==> config.mk <==
export PLATFORM = sky130hd
export DESIGN_NAME = instruction_fetch_unit
export DESIGN_NICKNAME = d
export VERILOG_FILES = /design/src/rtl/instruction_fetch_unit_pkg.sv /design/src/rtl/instruction_fetch_unit_fetch_buffer.sv /design/src/rtl/instruction_fetch_unit.sv
export SDC_FILE = /design/constraint.sdc
export NUM_CORES = 1
export LEC_CHECK = 0
export CORE_UTILIZATION = 53
export CTS_CLUSTER_SIZE = 28
export DETAILED_ROUTE_END_ITERATION = 8
export PLACE_DENSITY = 0.91
export SLEW_MARGIN = 5
export SYNTH_ARGS = -nofsm -noshare
export SYNTH_HDL_FRONTEND = slang
export SYNTH_HIERARCHICAL = 1
export SYNTH_SLANG_ARGS = --single-unit
==> constraint.sdc <==
create_clock -name clk -period 3.79 [get_ports clk]
set_input_delay 0.9475 -clock clk [delete_from_list [all_inputs] [get_ports clk]]
set_output_delay 0.9475 -clock clk [all_outputs]
set_load 0.005 [all_outputs]
==> src/rtl/instruction_fetch_unit_pkg.sv <==
// Shared fetch-stage types: FSM encoding, fetch-entry layout and constants.
// Fetch entries carry {pc, instr, misaligned}, 65 bits wide.
package instruction_fetch_unit_pkg;

  typedef enum logic [1:0] {
    ST_BOOT  = 2'd0,
    ST_ISSUE = 2'd1,
    ST_WAIT  = 2'd2,
    ST_DRAIN = 2'd3
  } fetch_state_e;

  localparam logic [31:0] NOP_INSTR            = 32'h0000_0013;
  localparam logic [31:0] DEFAULT_RESET_VECTOR = 32'h0000_0000;

  localparam int unsigned PC_W    = 32;
  localparam int unsigned INSTR_W = 32;
  localparam int unsigned ENTRY_W = PC_W + INSTR_W + 1;

  typedef struct packed {
    logic [PC_W-1:0]    pc;
    logic [INSTR_W-1:0] instr;
    logic               misaligned;
  } fetch_entry_t;

  function automatic fetch_entry_t make_entry(input logic [PC_W-1:0] pc,
                                              input logic [INSTR_W-1:0] instr,
                                              input logic misaligned);
    fetch_entry_t e;
    e.pc         = pc;
    e.instr      = instr;
    e.misaligned = misaligned;
    return e;
  endfunction

endpackage

==> src/rtl/instruction_fetch_unit_fetch_buffer.sv <==
// Small FIFO between fetch and decode: push visible at head the next cycle, flush wins over push/pop.
// Backpressure: head held while pop_rdy is low; producer must respect full (push+pop when full is allowed).
module instruction_fetch_unit_fetch_buffer
  import instruction_fetch_unit_pkg::*;
#(
  parameter int DEPTH = 2,
  parameter int W     = ENTRY_W
) (
  input  logic         clk,
  input  logic         reset_n,
  input  logic         flush,
  input  logic         push_vld,
  input  logic [W-1:0] push_dat,
  output logic         pop_vld,
  input  logic         pop_rdy,
  output logic [W-1:0] pop_dat,
  output logic         full
);

  localparam int PTR_W = (DEPTH > 1) ? $clog2(DEPTH) : 1;
  localparam int CNT_W = $clog2(DEPTH + 1);

  logic [W-1:0]     mem_q [DEPTH];
  logic [W-1:0]     mem_d [DEPTH];
  logic [PTR_W-1:0] rd_ptr_q, rd_ptr_d;
  logic [PTR_W-1:0] wr_ptr_q, wr_ptr_d;
  logic [CNT_W-1:0] count_q, count_d;
  logic             push;
  logic             pop;

  function automatic logic [PTR_W-1:0] ptr_inc(input logic [PTR_W-1:0] p);
    return (p == PTR_W'(DEPTH - 1)) ? '0 : p + PTR_W'(1);
  endfunction

  assign pop_vld = (count_q != '0);
  assign full    = (count_q == CNT_W'(DEPTH));
  assign pop_dat = mem_q[rd_ptr_q];
  assign push    = push_vld && !flush;
  assign pop     = pop_vld && pop_rdy && !flush;

  always_comb begin
    mem_d    = mem_q;
    rd_ptr_d = rd_ptr_q;
    wr_ptr_d = wr_ptr_q;
    count_d  = count_q;
    if (flush) begin
      rd_ptr_d = '0;
      wr_ptr_d = '0;
      count_d  = '0;
    end else begin
      if (push) begin
        mem_d[wr_ptr_q] = push_dat;
        wr_ptr_d        = ptr_inc(wr_ptr_q);
      end
      if (pop) begin
        rd_ptr_d = ptr_inc(rd_ptr_q);
      end
      if (push && !pop) begin
        count_d = count_q + CNT_W'(1);
      end else if (pop && !push) begin
        count_d = count_q - CNT_W'(1);
      end
    end
  end

  always_ff @(posedge clk) begin
    if (!reset_n) begin
      for (int i = 0; i < DEPTH; i++) begin
        mem_q[i] <= '0;
      end
      rd_ptr_q <= '0;
      wr_ptr_q <= '0;
      count_q  <= '0;
    end else begin
      mem_q    <= mem_d;
      rd_ptr_q <= rd_ptr_d;
      wr_ptr_q <= wr_ptr_d;
      count_q  <= count_d;
    end
  end

  // Issue gating upstream keeps a push into a full buffer impossible unless the head leaves too.
  a_no_overflow: assert property (@(posedge clk) disable iff (!reset_n) !(push && full && !pop));

endmodule

==> src/rtl/instruction_fetch_unit.sv <==
// Fetch stage: PC register, single-outstanding imem requests, redirect flush; resp at N -> if_valid at N+1.
// Backpressure: requests stop while the fetch buffer is full; decode stalls via if_ready.
module instruction_fetch_unit
  import instruction_fetch_unit_pkg::*;
#(
  parameter logic [31:0] RESET_VECTOR = DEFAULT_RESET_VECTOR,
  parameter int          BUF_DEPTH    = 2
) (
  input  logic        clk,
  input  logic        reset_n,
  input  logic [31:0] next_pc,
  input  logic        redirect,
  output logic [31:0] pc,
  output logic        imem_req_valid,
  input  logic        imem_req_ready,
  output logic [31:0] imem_addr,
  input  logic        imem_resp_valid,
  input  logic [31:0] imem_resp_data,
  output logic        if_valid,
  input  logic        if_ready,
  output logic [31:0] if_pc,
  output logic [31:0] if_instr,
  output logic        if_misaligned
);

  fetch_state_e       state_q, state_d;
  logic [31:0]        pc_q, pc_d;
  logic               aligned;
  logic               req_fire;
  logic               buf_flush;
  logic               buf_push_vld;
  fetch_entry_t       buf_push_dat;
  logic               buf_full;
  logic [ENTRY_W-1:0] buf_head_dat;
  fetch_entry_t       head;

  assign aligned        = (pc_q[1:0] == 2'b00);
  assign imem_req_valid = (state_q == ST_ISSUE) && aligned && !buf_full;
  assign req_fire       = imem_req_valid && imem_req_ready;
  assign buf_flush      = redirect && (state_q != ST_BOOT);

  always_comb begin
    state_d      = state_q;
    pc_d         = pc_q;
    buf_push_vld = 1'b0;
    buf_push_dat = make_entry(pc_q, imem_resp_data, 1'b0);
    unique case (state_q)
      ST_BOOT: state_d = ST_ISSUE;
      ST_ISSUE: begin
        if (redirect) begin
          pc_d = next_pc;
          if (req_fire) state_d = ST_DRAIN;
        end else if (!aligned) begin
          // The fault entry stands in for the instruction; pc waits for the trap redirect.
          buf_push_vld = !buf_full;
          buf_push_dat = make_entry(pc_q, NOP_INSTR, 1'b1);
        end else if (req_fire) begin
          state_d = ST_WAIT;
        end
      end
      ST_WAIT: begin
        if (redirect) begin
          pc_d    = next_pc;
          state_d = imem_resp_valid ? ST_ISSUE : ST_DRAIN;
        end else if (imem_resp_valid) begin
          buf_push_vld = 1'b1;
          pc_d         = next_pc;
          state_d      = ST_ISSUE;
        end
      end
      ST_DRAIN: begin
        if (redirect) pc_d = next_pc;
        // Only one request is ever outstanding, so the stale response ends the drain.
        if (imem_resp_valid) state_d = ST_ISSUE;
      end
      default: state_d = ST_BOOT;
    endcase
  end

  always_ff @(posedge clk) begin
    if (!reset_n) begin
      state_q <= ST_BOOT;
      pc_q    <= RESET_VECTOR;
    end else begin
      state_q <= state_d;
      pc_q    <= pc_d;
    end
  end

  instruction_fetch_unit_fetch_buffer #(
    .DEPTH (BUF_DEPTH),
    .W     (ENTRY_W)
  ) u_fetch_buffer (
    .clk      (clk),
    .reset_n  (reset_n),
    .flush    (buf_flush),
    .push_vld (buf_push_vld),
    .push_dat (buf_push_dat),
    .pop_vld  (if_valid),
    .pop_rdy  (if_ready),
    .pop_dat  (buf_head_dat),
    .full     (buf_full)
  );

  assign head          = fetch_entry_t'(buf_head_dat);
  assign pc            = pc_q;
  assign imem_addr     = pc_q;
  assign if_pc         = head.pc;
  assign if_instr      = head.instr;
  assign if_misaligned = head.misaligned;

endmodule

==> flow_summary.toml <==
[timing]
drv_slew = 0
final.min_clock_period_ns = 3.246
rsz0062_at_grt = "no"
slew-limit-headroom = 0.2291
timing_worst_slew_pin_value_ns = 1.156
layout_worst_path_cycle_share = 0.8564
setup_viol_count_final = 0
finalClockSkew_ns = 0.006557
finalHoldViolations = 0
fmax_mhz = 308.1
finalSetupTns_ns = 0

[synthesis]
synthesis.nets = 1135
yosys_register_bits = 168
yosysWarnings = 6
yosys.cell_types.count = 41
ys.flop_type = "dfxtp_1"
syn_avg_cell_area_um2 = 8.379
number_of_flops_mapped_to_enable_cells_by_yosys = 0
synth-seq-area-share = 0.3786
async_flop_share = 0
syn-cell-area_um2 = 8882
netlist_instances = 1060

[die]
dieArea_um2 = 17280
die_h_um = 131.5
chipWidth_um = 131.5
floorplan.core_area_um2 = 16120
io_pins = 201
fp-row-count = 46
floorplan.initialDensity = 0.5512

[hold_path]
hold_class = "reg -> reg"

[placement]
globalplace.congestion = 0.8490
place.port_buffers = 200
hpwl_um = 13940
placed_cells = 1335

[setup_path]
worstPathMaxFanout = 43
endpoint_kind = "output pin"
path_class = "reg -> out"
critPathRequiredTime_ns = 2.84
cpMaxStageDelayCell = "dfxtp_4"
critPathArrivalTime_ns = 2.30
critical_path.cell_chain = "buf_12, mux2_2, clkdlybuf4s50_1"
critPathMaxStageDelay_ns = 0.77
startpoint_type = "register"

[cells_and_area]
layout.cells.most_common = "nand2_1"
leading_cell_types_in_the_layout_fill_and_taps_excluded = "263 x nand2_1, 199 x clkdlybuf4s50_1, 167 x dfxtp_1"
layout-area-overhead-vs-synth_pct = 22.75
num-fill-cells = 1240
fraction_of_final_layout_cells_with_drive_strength_greater_than_1 = 0.1123
final_cells = 1365
insertedDiodeCount = 0
finish.net_count = 1213

[detailed_routing]
dr_total_vias = 7753
route.antenna.remaining_nets = 0
avgViaCountPerCell = 5.680
drc_errors = 0
detail_route.first_pass.iterations = 7
initialDrtViolationCount = 520
wirelength_um = 22420
wl_per_cell_um = 16.43

[clock_network]
cts_hold_buf = 0
root_buffer = "clkbuf_16"
cts_resized = 0
cts_setup_buffers = 0
cts.clk_slew.worst_paths_ns = 0.06
insertion_delay_ns = 0.43
tritoncts = "done"
cts_num_sinks = 168
cts_buffers = 17
clockBufferDepth = 2
cts-htree-levels = 4

[power]
power_switching_share = 0.3297
power_frac_comb = 0.331
power.static_leakage_nw = 3.920
power.share.clock = 0.278
peak_ir_drop_on_the_vdd_network_mv = 0.4382
intPower_mw = 4.146
power_switching_mw = 2.040
p_seq_frac = 0.391
finalPower_mw = 6.185
pwr_density_cell_nw_per_um2 = 567.3

[outcome]
run_status = "finished clean"

[grt]
globalRouteOverflowTotal = 0
grt_max_degree = 93
antenna_found_initial = 0
grtUsageTotal = 0.2542
grt_first_pass_wirelength_um = 35890
grt_pass1_vias = 7127

[job]
timing.max_cap.violations = 0
## per-layer routing
layer	vias up	global-route usage	share of wire
met5	-	0	0
met3	37	0.05015	0.063
met2	286	0.4133	0.48
met1	3689	0.3301	0.44
met4	0	0.1001	0.020
li1	3741	-	-
## final timing paths
path / start / end / slack, ns / cells after the start
max reg2reg: state_q[1] / u_fetch_buffer/mem_q[96] / 0.97 / 9
max: u_fetch_buffer/rd_ptr_q / if_instr[13] / 0.54 / 3
min: u_fetch_buffer/mem_q[109] / u_fetch_buffer/mem_q[109] / 0.45 / 2
min reg2reg: u_fetch_buffer/mem_q[109] / u_fetch_buffer/mem_q[109] / 0.45 / 2
## sequential cells by signal, summed over array words and instances, names as in the netlist
name                     flops
u_fetch_buffer/wr_ptr_q      1
u_fetch_buffer/mem_q       130
u_fetch_buffer/rd_ptr_q      1
imem_addr                   32
u_fetch_buffer/count_q       2
state_q                      2
## cells by family (layout without fill, tap and decap cells)
family | count (synthesis) | in the layout | share of synthesized area
flops | 168 | 168 | 0.3786
fa+ha+maj | 5 | 5 | 0.007043
compound gates | 203 | 203 | 0.1717
xor+xnor | 4 | 4 | 0.003945
mux | 65 | 65 | 0.08241
simple gates | 451 | 451 | 0.2403
buf+inv | 164 | 253 | 0.1159
## cells in the mapped netlist (all sizes together) (2+ instances only)
library cell,count,share of area
nand4,32,0.023
nand3,34,0.019
nor3,2,0.0024
nand2,263,0.11
nand3b,2,0.0017
mux2,65,0.082
nor2,7,0.0030
xor2,3,0.0030
nor2b,65,0.046
ha,5,0.0070
inv,5,0.0021
o2111ai,33,0.033
dfxtp,168,0.38
a31oi,32,0.023
and3,32,0.023
o21ai,2,0.0011
nor4,2,0.0014
or2,5,0.0035
buf,122,0.098
a21boi,130,0.11
o32a,2,0.0024
clkbuf,37,0.016
## stage by stage
stage | hold WS [ns] | utilization | instance area (um2) | worst slack, ns
after floorplan | 0.4326 | - | 8882 | 1.283
after global placement | 0.4377 | 0.6400 | 10310 | 0.5319
after detailed placement | 0.4453 | 0.6400 | 10310 | 0.4300
after CTS | 0.4537 | 0.6766 | 10900 | 0.5364
after global routing | 0.4649 | 0.6766 | 10900 | 0.4676
final | 0.4523 | 0.6766 | 10900 | 0.5442
## power by group through the flow
stage	clock (mW)	combinational, mW	sequential, mW
finish	1.72	2.05	2.42
detailed placement	0	2.03	2.44
CTS	1.74	2.04	2.41
global route	1.82	2.19	2.46
floorplan	0	1.55	2.25
global placement	0	1.99	2.43
## layout make-up
| cell class | count | area (um2) | share of cell area |
|---|---|---|---|
| multi-input cells | 728 | 4507 | 0.4134 |
| flip-flops and latches | 168 | 3367 | 0.3088 |
| repair buffers | 218 | 2151 | 0.1973 |
| well taps | 216 | 270.3 | 0.02479 |
| clock buffers | 22 | 494.2 | 0.04533 |
| clock inverters | 8 | 95.09 | 0.008722 |
| inverters | 5 | 18.77 | 0.001721 |
## critical path, delay by kind of cell (launching register included)
family   cells  cell delay, ns
flops        1            0.77
buf+inv      2            0.74
mux          1            0.35
Power figures use the tool's default switching activity.
